==> src/rtl/tx_sched_pkg.sv <==
// Shared types for the TX response scheduler: FSM states, response sources
// and the default busy-acknowledge timeout.
package tx_sched_pkg;

  typedef enum logic [1:0] {
    IDLE     = 2'd0,
    REQ      = 2'd1,
    WAIT_LOW = 2'd2
  } state_t;

  typedef enum logic {
    SRC_REG = 1'b0,
    SRC_ALU = 1'b1
  } src_t;

  localparam int DEFAULT_TIMEOUT_CYCLES = 1000;
  localparam int DEFAULT_TIMEOUT_WIDTH  = 10;

endpackage

==> src/rtl/tx_rr_arbiter.sv <==
// Two-way round-robin grant between the register-file and ALU hold slots.
// Grants only while enabled; a tie goes to the source not granted last.
module tx_rr_arbiter
  import tx_sched_pkg::*;
(
  input  logic CLK,
  input  logic RST,
  input  logic en,
  input  logic req_reg,
  input  logic req_alu,
  output logic gnt_reg,
  output logic gnt_alu
);

  src_t last_grant;

  always_comb begin
    gnt_reg = 1'b0;
    gnt_alu = 1'b0;
    if (en) begin
      if (req_reg && req_alu) begin
        if (last_grant == SRC_ALU) gnt_reg = 1'b1;
        else                       gnt_alu = 1'b1;
      end else begin
        gnt_reg = req_reg;
        gnt_alu = req_alu;
      end
    end
  end

  // Starting at ALU makes the register file win the first tie after reset.
  always_ff @(posedge CLK or negedge RST) begin
    if (!RST) begin
      last_grant <= SRC_ALU;
    end else if (gnt_reg) begin
      last_grant <= SRC_REG;
    end else if (gnt_alu) begin
      last_grant <= SRC_ALU;
    end
  end

endmodule

==> src/rtl/tx_resp_scheduler.sv <==
// Schedules register-file and ALU response bytes onto the UART TX byte channel.
// Handshake: TX_DATA_VALID is a level held until TX_Busy is seen high, then the next byte waits for TX_Busy low.
module tx_resp_scheduler
  import tx_sched_pkg::*;
#(
  parameter int DATA_WIDTH     = 8,
  parameter int ALU_OUT_WIDTH  = 2 * DATA_WIDTH,
  parameter int TIMEOUT_WIDTH  = DEFAULT_TIMEOUT_WIDTH,
  parameter int TIMEOUT_CYCLES = DEFAULT_TIMEOUT_CYCLES
) (
  input  logic                     CLK,
  input  logic                     RST,
  input  logic [DATA_WIDTH-1:0]    RdData,
  input  logic                     RdData_Valid,
  input  logic [ALU_OUT_WIDTH-1:0] ALU_OUT,
  input  logic                     ALU_OUT_VALID,
  input  logic                     TX_Busy,
  input  logic                     Clr_Err,
  output logic [DATA_WIDTH-1:0]    TX_P_DATA,
  output logic                     TX_DATA_VALID,
  output logic                     Overflow,
  output logic                     Timeout_Err,
  output logic                     Sched_Busy,
  output logic [1:0]               fsm_state
);

  localparam logic [TIMEOUT_WIDTH-1:0] CNT_LAST = TIMEOUT_WIDTH'(TIMEOUT_CYCLES - 1);

  state_t                   state;
  logic [TIMEOUT_WIDTH-1:0] cnt;
  logic                     reg_full;
  logic                     alu_full;
  logic [DATA_WIDTH-1:0]    reg_data;
  logic [ALU_OUT_WIDTH-1:0] alu_data;
  logic [DATA_WIDTH-1:0]    msb_byte;
  logic                     msb_pending;
  logic                     gnt_reg;
  logic                     gnt_alu;
  logic                     reg_take;
  logic                     alu_take;
  logic                     reg_drop;
  logic                     alu_drop;

  tx_rr_arbiter u_arb (
    .CLK     (CLK),
    .RST     (RST),
    .en      (state == IDLE),
    .req_reg (reg_full),
    .req_alu (alu_full),
    .gnt_reg (gnt_reg),
    .gnt_alu (gnt_alu)
  );

  // A slot being granted on this edge is free for a strobe on the same edge.
  assign reg_take = RdData_Valid  && (!reg_full || gnt_reg);
  assign alu_take = ALU_OUT_VALID && (!alu_full || gnt_alu);
  assign reg_drop = RdData_Valid  && reg_full && !gnt_reg;
  assign alu_drop = ALU_OUT_VALID && alu_full && !gnt_alu;

  assign Sched_Busy = reg_full || alu_full || (state != IDLE);
  assign fsm_state  = state;

  always_ff @(posedge CLK or negedge RST) begin
    if (!RST) begin
      reg_full <= 1'b0;
      alu_full <= 1'b0;
      reg_data <= '0;
      alu_data <= '0;
      Overflow <= 1'b0;
    end else begin
      if (reg_take) begin
        reg_full <= 1'b1;
        reg_data <= RdData;
      end else if (gnt_reg) begin
        reg_full <= 1'b0;
      end
      if (alu_take) begin
        alu_full <= 1'b1;
        alu_data <= ALU_OUT;
      end else if (gnt_alu) begin
        alu_full <= 1'b0;
      end
      Overflow <= reg_drop || alu_drop || (Overflow && !Clr_Err);
    end
  end

  always_ff @(posedge CLK or negedge RST) begin
    if (!RST) begin
      state         <= IDLE;
      cnt           <= '0;
      TX_P_DATA     <= '0;
      TX_DATA_VALID <= 1'b0;
      msb_byte      <= '0;
      msb_pending   <= 1'b0;
      Timeout_Err   <= 1'b0;
    end else begin
      // A timeout on the same edge overrides the clear below.
      Timeout_Err <= Timeout_Err && !Clr_Err;
      case (state)
        IDLE: begin
          cnt <= '0;
          if (gnt_reg) begin
            TX_P_DATA     <= reg_data;
            TX_DATA_VALID <= 1'b1;
            state         <= REQ;
          end else if (gnt_alu) begin
            TX_P_DATA     <= alu_data[DATA_WIDTH-1:0];
            msb_byte      <= alu_data[ALU_OUT_WIDTH-1:DATA_WIDTH];
            msb_pending   <= 1'b1;
            TX_DATA_VALID <= 1'b1;
            state         <= REQ;
          end
        end
        REQ: begin
          if (TX_Busy) begin
            TX_DATA_VALID <= 1'b0;
            cnt           <= '0;
            state         <= WAIT_LOW;
          end else if (cnt == CNT_LAST) begin
            // Abandon the whole frame, including an ALU MSB not yet sent.
            TX_DATA_VALID <= 1'b0;
            Timeout_Err   <= 1'b1;
            msb_pending   <= 1'b0;
            cnt           <= '0;
            state         <= IDLE;
          end else begin
            cnt <= cnt + 1'b1;
          end
        end
        WAIT_LOW: begin
          if (!TX_Busy) begin
            if (msb_pending) begin
              TX_P_DATA     <= msb_byte;
              msb_pending   <= 1'b0;
              TX_DATA_VALID <= 1'b1;
              state         <= REQ;
            end else begin
              state <= IDLE;
            end
          end
        end
        default: begin
          TX_DATA_VALID <= 1'b0;
          state         <= IDLE;
        end
      endcase
    end
  end

endmodule

==> config.mk <==
export PLATFORM = sky130hd
export DESIGN_NAME = tx_resp_scheduler
export DESIGN_NICKNAME = d
export VERILOG_FILES = /design/src/rtl/tx_sched_pkg.sv /design/src/rtl/tx_rr_arbiter.sv /design/src/rtl/tx_resp_scheduler.sv
export SDC_FILE = /design/constraint.sdc
export NUM_CORES = 1
export LEC_CHECK = 0
export BUFFER_PORTS_ARGS = -buffer_cell sky130_fd_sc_hd__buf_2
export CAP_MARGIN = 20
export CORE_AREA = 2 2 59 89
export DETAILED_ROUTE_END_ITERATION = 12
export DIE_AREA = 0 0 61 91
export PLACE_DENSITY = 0.81
export SLEW_MARGIN = 25
export SYNTH_ARGS = -nofsm -noshare
export SYNTH_HDL_FRONTEND = slang
export SYNTH_SLANG_ARGS = --single-unit
==> constraint.sdc <==
create_clock -name CLK -period 3.95 [get_ports CLK]
set_input_delay 1.185 -clock CLK [delete_from_list [all_inputs] [get_ports CLK]]
set_output_delay 1.185 -clock CLK [all_outputs]
set_load 0.01 [all_outputs]
==> results of run 1 <==
stage by stage:
step                      total power, mW  hold WS [ps]  cell area [µm²]
after floorplan                      1.85           456             2780
after global placement               2.10           469             3050
after detailed placement             2.15           473             3050
final                                2.91           486             3330
after CTS                            2.93           489             3330
after global routing                 3.10           503             3330
cell usage in the layout (no fill, tap or decap), types with 2 or more instances in the layout:
cell type and n:
buf_2 42, clkbuf_8 10, ha_1 5, dfrtp_1 58, nand2b_1 2, bufinv_16 4, mux2_1 25, a22o_1 3
nor2b_1 2, nor3_1 2, mux2i_1 2, a211oi_1 8, a21o_1 4, mux2_2 8, nand3_1 10, nand2_1 13
o21ai_0 12, or4_1 2, o22ai_1 10, buf_4 4, nor2_1 3, a21oi_1 3, and3_1 2, a21boi_0 2
a21bo_1 2, nor4_1 2, inv_1 16, nand4_1 2, nor3b_1 8
flip-flops by register name, summed over array words and instances, names as in the netlist:
signal and count:
reg_data 8, cnt 10, reg_full 1, Timeout_Err 1
msb_pending 1, alu_data 16, msb_byte 8, fsm_state 2
u_arb.last_grant 1, TX_P_DATA 8, TX_DATA_VALID 1, alu_full 1
Overflow 1
Yosys cell counts (2+ instances only):
| cell | n |
|---|---|
| dfrtp_1 | 58 |
| mux2_1 | 25 |
| inv_1 | 16 |
| nand2_1 | 13 |
| o21ai_0 | 12 |
| nand3_1 | 10 |
| o22ai_1 | 10 |
| a211oi_1 | 8 |
| mux2_2 | 8 |
| nor3b_1 | 8 |
| buf_2 | 7 |
| ha_1 | 5 |
| a21o_1 | 4 |
| a21oi_1 | 3 |
| a22o_1 | 3 |
| clkbuf_1 | 3 |
| nor2_1 | 3 |
| a21bo_1 | 2 |
| a21boi_0 | 2 |
| and3_1 | 2 |
| mux2i_1 | 2 |
| nand2b_1 | 2 |
| nand4_1 | 2 |
| nor2b_1 | 2 |
| nor3_1 | 2 |
| nor4_1 | 2 |
| or4_1 | 2 |
cell type report:
cell class              instances  area (µm²)  share of cell area (%)
well taps                      66        82.6                    2.48
clock buffers                  10         138                    4.14
repair buffers                 46         240                    7.22
inverters                      16        60.1                    1.80
multi-input cells             150        1190                    35.9
clock inverters                 6         136                    4.10
flip-flops and latches         59        1480                    44.4
per-layer routing:
metal | up-vias | part of all wire (%)
li1 | 951 | -
met1 | 989 | 39
met2 | 58 | 54
met3 | 12 | 4.5
met4 | 0 | 2.0
met5 | - | 0
power groups by stage:
stage / clock network (mW) / registers [mW] / logic, mW
6_report: 0.749 / 1.05 / 1.12
5_1_grt: 0.788 / 1.08 / 1.23
4_1_cts: 0.760 / 1.05 / 1.13
3_5_place_dp: 0 / 1.05 / 1.10
3_3_place_gp: 0 / 1.04 / 1.06
2_1_floorplan: 0 / 1.03 / 0.825
cell families (layout without fill, tap and decap cells):
logic type | count (synthesis) | count (layout)
adder cells (fa/ha/maj) | 5 | 5
flip-flops | 59 | 59
AND/OR/NAND/NOR | 55 | 55
AO/OA/AOI/OAI | 55 | 55
multiplexers | 35 | 35
buffers and inverters | 27 | 78
critical path: cells and delay by family, from the launching register on:
family        cells  cell delay [ps]
fa+ha+maj         1              340
simple gates      1              460
buf+inv           2              290
flops             1              430
worst paths after layout:
check	start	to	slack (ps)
hold reg to reg	Overflow$_DFF_PN0_	Overflow$_DFF_PN0_	490
max in group asynchronous	RST	alu_data[12]$_DFFE_PN0P_	2530
hold / removal	Overflow$_DFF_PN0_	Overflow$_DFF_PN0_	490
setup reg to reg	fsm_state[0]$_DFFE_PN0P_	reg_data[3]$_DFFE_PN0P_	1460
min in group asynchronous	RST	TX_DATA_VALID$_DFFE_PN0P_	860
setup / recovery	fsm_state[0]$_DFFE_PN0P_	Sched_Busy	910
==> reports/results.ini, run 1 <==
[outcome]
status=finished, final reports clean

[placed_design]
gp_congestion=0.979
dp.cells=337
dp_slack_ps=1320
io_buffers=43
dp_hpwl_um=4140

[timing]
fin_crit_sh_pct=76.9
fin_ws_ps=913
rsz0062_at_grt=false
setup_viol=0
setup_tns_ps=0
slew_headroom_pct=56.9
max_freq_mhz=329
finalMaxSlewViolations=0
worst_slew_pin_slew_ps=646
fin_skew_ps=9.57
hold_viol=0
fin_crit_ps=3040

[cts]
htree_num_levels=3
clock_path_buffers=2
clk_pin_slew_ps=70
cts_setup_buffers=0
clk_latency_ps=340
tritoncts=built
cts.sinks=59
ctsRootBufferMaster=clkbuf_8
cts_hold_buf=0
cts_resized=0
numCtsBuffers=9

[global_routing]
grt_max_degree=52
grt_use_met1_pct=27.9
grt_antenna_before_repair=0
met3_usage_pct=6.70
grt.overflow.total=0
grt_pass1_wl_um=9600
met2_usage_pct=40.0
grt_pass1_vias=2005
busiest_layer=met2
grt.total_usage_pct=23.7

[critical_path]
crit_chain=inv_1 > ha_1 > or3b_1 > buf_2
critical_path_class=reg -> out
worst_path_largest_cell_delay_ps=460
crit_path_max_fanout=9
cp-end-kind=output pin
cp.arrival_ps=1850
cp.required_ps=2760
r2r_cells=6
startpoint_type=flip-flop
cp_slowest_cell=or3b_1

[yosys]
netlist_area_mm2=0.00278
synthTopCellsByArea=dfrtp_1, mux2_1, mux2_2
post_synth_mux_area_share_pct=14.1
synth_top_family_by_area=compound AO/OA/AOI/OAI gates
synth_top_flop_cell=dfrtp_1
yosysTopAreaCellShare_pct=52.2
synth_fp_nets=271
synth_xor_area_share_pct=0
ys_warn_count=0
yosys.area_share.simple_pct=11.9
ys_ff_latch=59
syn_area_per_cell_um2=11.8
synthArstFlopShare_pct=100
synthAdderAreaFrac_pct=2.25
synth_cell_type_count=47
synth_cells=236
synth_top_area_cell=dfrtp_1
synth_compound_area_share_pct=14.7
ys_seq_area_share_pct=53.1
synth_edf_count=0

[power]
sw_frac_of_total_pct=35.0
intPower_mw=1.89
power_frac_comb_pct=38.4
leakage_nw=1.51
power_density_mw_per_mm2=874
seqPwrFrac_pct=35.9
irDropWorstVdd_mv=0.549
p_clk_share_pct=25.7
p_sw_mw=1.02

[drt]
wl_per_cell_um=16.7
drcViolationCount=0
initialDrtViolationCount=86
wl_um=5900
num_vias=2010
first_pass_iters=4
avgViaCountPerCell=5.69
ant_nets=0

[finish]
instances_no_fill=353
nets=317
diodes=0
layout-drive-gt1-share_pct=26.1
num-fill-cells=381
final_core_utilization_pct=69.8
syn2layout_area_growth_pct=19.7

[hold_path]
hold_depth=2
hold_path.class=reg -> reg

[floorplan]
dieHeight_um=91
die_w_um=61
start_util_pct=58.3
ios=44
core-area_mm2=0.00477
dieArea_mm2=0.00555
rows=31

[flow_run]
cap_viol_max_count=0

Note: power is estimated with default switching activity, not from simulation.
==> run 2: changes to the inputs <==
--- a/config.mk
+++ b/config.mk
@@ -7,10 +7,10 @@
 export LEC_CHECK = 0
 export BUFFER_PORTS_ARGS = -buffer_cell sky130_fd_sc_hd__buf_2
 export CAP_MARGIN = 20
-export CORE_AREA = 2 2 59 89
+export CORE_AREA = 2 2 61 92
 export DETAILED_ROUTE_END_ITERATION = 12
-export DIE_AREA = 0 0 61 91
-export PLACE_DENSITY = 0.81
+export DIE_AREA = 0 0 63 94
+export PLACE_DENSITY = 0.76
 export SLEW_MARGIN = 25
 export SYNTH_ARGS = -nofsm -noshare
 export SYNTH_HDL_FRONTEND = slang
==> constraint.sdc (replaced) <==
create_clock -name CLK -period 2.85 [get_ports CLK]
set_input_delay 0.855 -clock CLK [delete_from_list [all_inputs] [get_ports CLK]]
set_output_delay 0.855 -clock CLK [all_outputs]
set_load 0.01 [all_outputs]
==> run 2 against run 1 <==
Effect of this change:
- hold slack improved by 0.60 ps
- register-to-register slack got worse by 1100 ps
- flip-flop and latch count unchanged
- combinational power increased by 37%
==> reports/results.ini, run 2 (same netlist as run 1, synthesis figures left out) <==
[power]
irDropWorstVdd_mv=0.615  ; +12%
intPower_mw=2.55  ; +35%
power_density_mw_per_mm2=1180  ; +35%
sw_frac_of_total_pct=34.7  ; -0.36 points
leakage_nw=1.50  ; -0.75%
p_clk_share_pct=23.6  ; -2.1 points
p_sw_mw=1.35  ; +33%
seqPwrFrac_pct=37.1  ; +1.2 points
power_frac_comb_pct=39.2  ; +0.8 points

[global_routing]
grt.total_usage_pct=21.2  ; -2.4 points
grt.overflow.total=0  ; unchanged
grt_antenna_before_repair=0  ; unchanged
grt_max_degree=60  ; +15%
grt_pass1_wl_um=9340  ; -2.7%
grt_pass1_vias=2022  ; +0.85%

[cts]
cts_hold_buf=0  ; unchanged
clk_latency_ps=340  ; about the same
ctsRootBufferMaster=clkbuf_8
tritoncts=built
cts_setup_buffers=0  ; unchanged
clk_pin_slew_ps=60  ; about the same
cts_resized=0  ; unchanged
htree_num_levels=3  ; unchanged
clock_path_buffers=2  ; unchanged
cts.sinks=59  ; unchanged
numCtsBuffers=9  ; unchanged

[finish]
nets=318  ; +0.32%
final_common_cell=dfrtp_1
layout_common_cells=dfrtp_1, buf_2, mux2_1
diodes=0  ; unchanged
final_core_utilization_pct=65.1  ; -4.7 points
largest_register_ffs=16  ; unchanged
reg_top3=alu_data x16, cnt x10
syn2layout_area_growth_pct=18.9
layout-drive-gt1-share_pct=26.0  ; -0.091 points
top_register=alu_data

[hold_path]
hold_depth=1  ; -1
hold_path.class=reg -> reg

[floorplan]
dieArea_mm2=0.00592  ; +6.7%
die_w_um=63  ; +3.3%
ios=44  ; unchanged
core-area_mm2=0.00508  ; +6.6%
rows=32  ; +3.2%
dieHeight_um=94  ; +3.3%
start_util_pct=54.7  ; -3.6 points

[timing]
hold_viol=0  ; unchanged
fin_skew_ps=6.03  ; -3.54 ps
setup_viol=0  ; unchanged
setup_tns_ps=0  ; unchanged
fin_crit_sh_pct=93.9
rsz0062_at_grt=false
worst_slew_pin_slew_ps=729  ; +83.5 ps
fin_crit_ps=2680
slew_headroom_pct=51.4  ; -5.6 points
finalMaxSlewViolations=0  ; unchanged
max_freq_mhz=374

[flow_run]
cap_viol_max_count=0  ; unchanged

[critical_path]
worst_path_largest_cell_delay_ps=460  ; about the same
crit_path_max_fanout=9  ; unchanged
cp-end-kind=output pin
cp_slowest_cell=or3b_1
cp.arrival_ps=1820  ; -30 ps
crit_chain=inv_1 > ha_1 > or3b_1 > buf_2
startpoint_type=flip-flop
r2r_cells=6  ; unchanged
critical_path_class=reg -> out
cp.required_ps=2000  ; -760 ps

[drt]
initialDrtViolationCount=56  ; -35%
ant_nets=0  ; unchanged
avgViaCountPerCell=5.54  ; -2.7%
drcViolationCount=0  ; unchanged
wl_per_cell_um=15.8  ; -5.5%
num_vias=1973  ; -1.8%
first_pass_iters=4  ; unchanged
wl_um=5630  ; -4.7%

[placed_design]
io_buffers=43  ; unchanged
dp_hpwl_um=4150  ; +0.36%
gp_congestion=0.793  ; -19%

[outcome]
status=finished, final reports clean

==> run 2: power groups by stage <==
stage          Sequential (mW)  Clock, mW  Combinational [mW]
2_1_floorplan             1.43          0                1.14
3_3_place_gp              1.45          0                1.49
3_5_place_dp              1.46          0                1.54
4_1_cts                   1.45      0.946                1.55
5_1_grt                   1.49      0.976                1.71
6_report                  1.45      0.922                1.53
==> run 2: cell type report <==
| class | instances | area (µm²) |
|---|---|---|
| Inverter | 16 | 60.1 |
| Clock buffer | 12 | 145 |
| Sequential cell | 59 | 1480 |
| Tap cell | 68 | 85.1 |
| Multi-Input combinational cell | 150 | 1200 |
| Fill cell | 428 | 1780 |
| Timing Repair Buffer | 47 | 245 |
| Clock inverter | 4 | 97.6 |
==> run 2: worst max-delay path: cells and delay by family, from the launching register on <==
family                     cells  cell delay (ps)
buffers and inverters          2              270
DFF                            1              430
adders and majority gates      1              330
and+or+nand+nor                1              460
==> run 2: routing by layer <==
layer	routed length, µm	GRT usage, %
met1	2190	23.0
met2	3050	37.1
met3	188	3.72
met5	0	0
met4	195	15.4
==> run 2: worst paths after layout <==
path	startpoint	to	slack, ps
min	alu_data[15]$_DFFE_PN0P_	alu_data[15]$_DFFE_PN0P_	490
max in group asynchronous	RST	Overflow$_DFF_PN0_	1700
min reg2reg	alu_data[15]$_DFFE_PN0P_	alu_data[15]$_DFFE_PN0P_	490
max reg2reg	fsm_state[1]$_DFFE_PN0P_	reg_data[6]$_DFFE_PN0P_	390
min in group asynchronous	RST	Timeout_Err$_DFF_PN0_	640
max	fsm_state[1]$_DFFE_PN0P_	Sched_Busy	170
==> run 2: through the flow <==
step | hold WS [ps] | instance area, µm² | cells | setup slack [ps] | total power, mW
2_1_floorplan | 456 | 2780 | 236 | 705 | 2.57
3_3_place_gp | 469 | 3060 | 340 | 482 | 2.94
3_5_place_dp | 473 | 3060 | 340 | 352 | 3.00
4_1_cts | 487 | 3300 | 356 | 166 | 3.94
5_1_grt | 506 | 3310 | 356 | 66.0 | 4.18
6_report | 487 | 3310 | 356 | 173 | 3.90
==> run 3: changes to the inputs <==
--- a/config.mk
+++ b/config.mk
@@ -5,11 +5,12 @@
 export SDC_FILE = /design/constraint.sdc
 export NUM_CORES = 1
 export LEC_CHECK = 0
+export ABC_AREA = 1
 export BUFFER_PORTS_ARGS = -buffer_cell sky130_fd_sc_hd__buf_2
 export CAP_MARGIN = 20
-export CORE_AREA = 2 2 61 92
+export CORE_AREA = 2 2 62 94
 export DETAILED_ROUTE_END_ITERATION = 12
-export DIE_AREA = 0 0 63 94
+export DIE_AREA = 0 0 64 96
 export PLACE_DENSITY = 0.76
 export SLEW_MARGIN = 25
 export SYNTH_ARGS = -nofsm -noshare
==> run 3 against run 2 <==
Effect of this change:
- largest power group unchanged
- non-clock buffer count fell by 3
- largest cell class unchanged
- critical path depth rose by 2
- sequential power barely moved
- flip-flop and latch count did not move
- design area fell by 0.23%
- combinational power rose by 5%
- core utilization fell by 3.1 points
==> reports/results.ini, run 3 <==
[outcome]
status=finished, final reports clean

[yosys]
synth_fp_nets=386  ; +42%
ys_seq_area_share_pct=50.8  ; -2.3 points
synth_cells=351  ; +49%
synth_edf_count=0  ; unchanged
synth.most_common_cell=nand2_1
synthTopCellsByArea=dfrtp_1, nand2_1, nand3_1
synthArstFlopShare_pct=100  ; unchanged
ys_ff_latch=59  ; unchanged
ys_warn_count=0  ; unchanged
synth_top_area_cell=dfrtp_1
synth_top_flop_cell=dfrtp_1
syn_area_per_cell_um2=8.28  ; -30%
synth_common_cells=nand2_1, dfrtp_1, nand3_1
netlist_area_mm2=0.00291  ; +4.5%
synth_cell_type_count=32  ; -32%
yosysTopAreaCellShare_pct=49.9  ; -2.3 points

[placed_design]
dpl_cell_area_mm2=0.00315  ; +2.8%
dp.cells=456  ; +34%
io_buffers=43  ; unchanged
dp_hpwl_um=4450  ; +7.3%
gp_congestion=0.888  ; +12%
dp_slack_ps=666  ; +313 ps

[critical_path]
crit_path_max_fanout=5  ; -4
cp.required_ps=2000  ; about the same
worst_path_largest_cell_delay_ps=420  ; -40 ps
cp-end-kind=output pin
cp.arrival_ps=1690  ; -130 ps
timing.rr.start=fsm_state[0]$_DFFE_PN0P_
rr_endpoint=reg_data[7]$_DFFE_PN0P_
r2r_slack_ps=1040  ; +650 ps
startpoint_type=flip-flop
cp_slowest_cell=dfrtp_1
crit_chain=inv_1 > ha_1 > inv_1 > nor3_2 > inv_1 > buf_2
critical_path_class=reg -> out
r2r_cells=9  ; +3
critical_path.most_common_cell=inv_1

[power]
leakage_nw=1.78  ; +19%
power_frac_comb_pct=44.1  ; +4.9 points
power_mw=3.66  ; -6.2%
sw_frac_of_total_pct=43.5  ; +8.8 points
p_clk_share_pct=16.8  ; -6.8 points
power_density_mw_per_mm2=1110  ; -6.0%
p_sw_mw=1.59  ; +18%
seqPwrFrac_pct=39.1  ; +2.0 points
irDropWorstVdd_mv=0.521  ; -15%
intPower_mw=2.07  ; -19%

[cts]
ctsRootBufferMaster=clkbuf_8
cts_resized=0  ; unchanged
numCtsBuffers=9  ; unchanged
clock_path_buffers=2  ; unchanged
clk_latency_ps=330  ; about the same
cts_setup_buffers=0  ; unchanged
tritoncts=built
cts.sinks=59  ; unchanged
cts_hold_buf=0  ; unchanged
clk_pin_slew_ps=60  ; about the same
htree_num_levels=3  ; unchanged

[timing]
setup_viol=0  ; unchanged
worst_slew_pin_slew_ps=631  ; -98.3 ps
finalMaxSlewViolations=0  ; unchanged
fin_skew_ps=5.39  ; -0.640 ps
hold_viol=0  ; unchanged
slew_headroom_pct=57.9  ; +6.6 points
fin_crit_sh_pct=89.2  ; -4.8 points
rsz0062_at_grt=false
setup_tns_ps=0  ; unchanged
max_freq_mhz=394  ; +5.4%
fin_ws_ps=309  ; +136 ps
whs_ps=469  ; -17.9 ps
fin_crit_ps=2540  ; -136 ps

[floorplan]
die_w_um=64  ; +1.6%
ios=44  ; unchanged
dieArea_mm2=0.00614  ; +3.7%
dieHeight_um=96  ; +2.1%
core-area_mm2=0.00533  ; +4.7%
rows=33  ; +3.1%
start_util_pct=54.6  ; -0.11 points

[finish]
design_area_mm2=0.00330  ; -0.23%
syn2layout_area_growth_pct=13.5
layout-drive-gt1-share_pct=21.1  ; -4.9 points
top_register=alu_data
final_core_utilization_pct=62.0  ; -3.1 points
reg_top3=alu_data x16, cnt x10
final_common_cell=nand2_1
nets=432  ; +36%
largest_register_ffs=16  ; unchanged
diodes=0  ; unchanged
instances_no_fill=472  ; +33%
layout_common_cells=nand2_1, dfrtp_1, buf_2

[drt]
num_vias=2371  ; +20%
first_pass_iters=4  ; unchanged
wl_per_cell_um=12.5  ; -21%
wl_um=5900  ; +4.9%
drcViolationCount=0  ; unchanged
initialDrtViolationCount=66  ; +18%
avgViaCountPerCell=5.02  ; -9.4%
ant_nets=0  ; unchanged

[hold_path]
hold_depth=2  ; +1
hold_path.class=reg -> reg
min-delay-start=reg_data[2]$_DFFE_PN0P_
min_to=reg_data[2]$_DFFE_PN0P_

[global_routing]
grt_pass1_wl_um=10300  ; +11%
grt.overflow.total=0  ; unchanged
grt_antenna_before_repair=0  ; unchanged
grt_pass1_vias=2238  ; +11%
grt.total_usage_pct=22.4  ; +1.2 points
grt_max_degree=33  ; -45%

[flow_run]
cap_viol_max_count=0  ; unchanged

-- run 3: logic make-up (layout without fill, tap and decap cells) --
logic type               Yosys count  in the layout  synth area share (%)
flip-flops                        59             59                  50.8
AO/OA/AOI/OAI                     34             34                  7.44
XOR/XNOR                           1              1                 0.301
buffers and inverters             40             91                  6.88
AND/OR/NAND/NOR                  212            212                  32.4
adder cells (fa/ha/maj)            5              5                  2.15
-- run 3: power groups by stage --
| stage | sequential [mW] | combinational, mW | clock (mW) |
|---|---|---|---|
| after detailed placement | 1.44 | 1.62 | 0 |
| after CTS | 1.43 | 1.63 | 0.625 |
| after global routing | 1.47 | 1.89 | 0.664 |
| final | 1.43 | 1.61 | 0.613 |
| after global placement | 1.43 | 1.58 | 0 |
| after floorplan | 1.41 | 1.33 | 0 |
-- run 3: worst max-delay path, delay by kind of cell, from the launching register on --
family                     cells  cell delay, ps
DFF                            1             420
buffers and inverters          4             490
adders and majority gates      1             270
and+or+nand+nor                1             180
-- run 3: final cells by class --
class,count,area [µm²]
fillers,505,2030
flip-flops and latches,59,1480
multi-input cells,252,1230
repair buffers,44,235
clock buffers,13,139
inverters,31,116
well taps,70,87.6
clock inverters,3,15.0
-- run 3: metal layers --
metal / vias to the layer above / part of all wire [%] / global-route usage (%)
li1: 1206 / - / -
met1: 1109 / 42 / 26.1
met2: 47 / 52 / 37.8
met3: 9 / 3.7 / 6.08
met4: 0 / 2.3 / 11.6
met5: - / 0 / 0
-- run 3: how the worst max path moves through the flow --
stage                       to                startpoint  slack (ps)
floorplan           Sched_Busy  fsm_state[0]$_DFFE_PN0P_         860
global placement    Sched_Busy  fsm_state[0]$_DFFE_PN0P_         730
detailed placement  Sched_Busy  fsm_state[1]$_DFFE_PN0P_         670
CTS                 Sched_Busy  fsm_state[0]$_DFFE_PN0P_         280
global route        Sched_Busy  fsm_state[0]$_DFFE_PN0P_         140
finish              Sched_Busy  fsm_state[0]$_DFFE_PN0P_         310
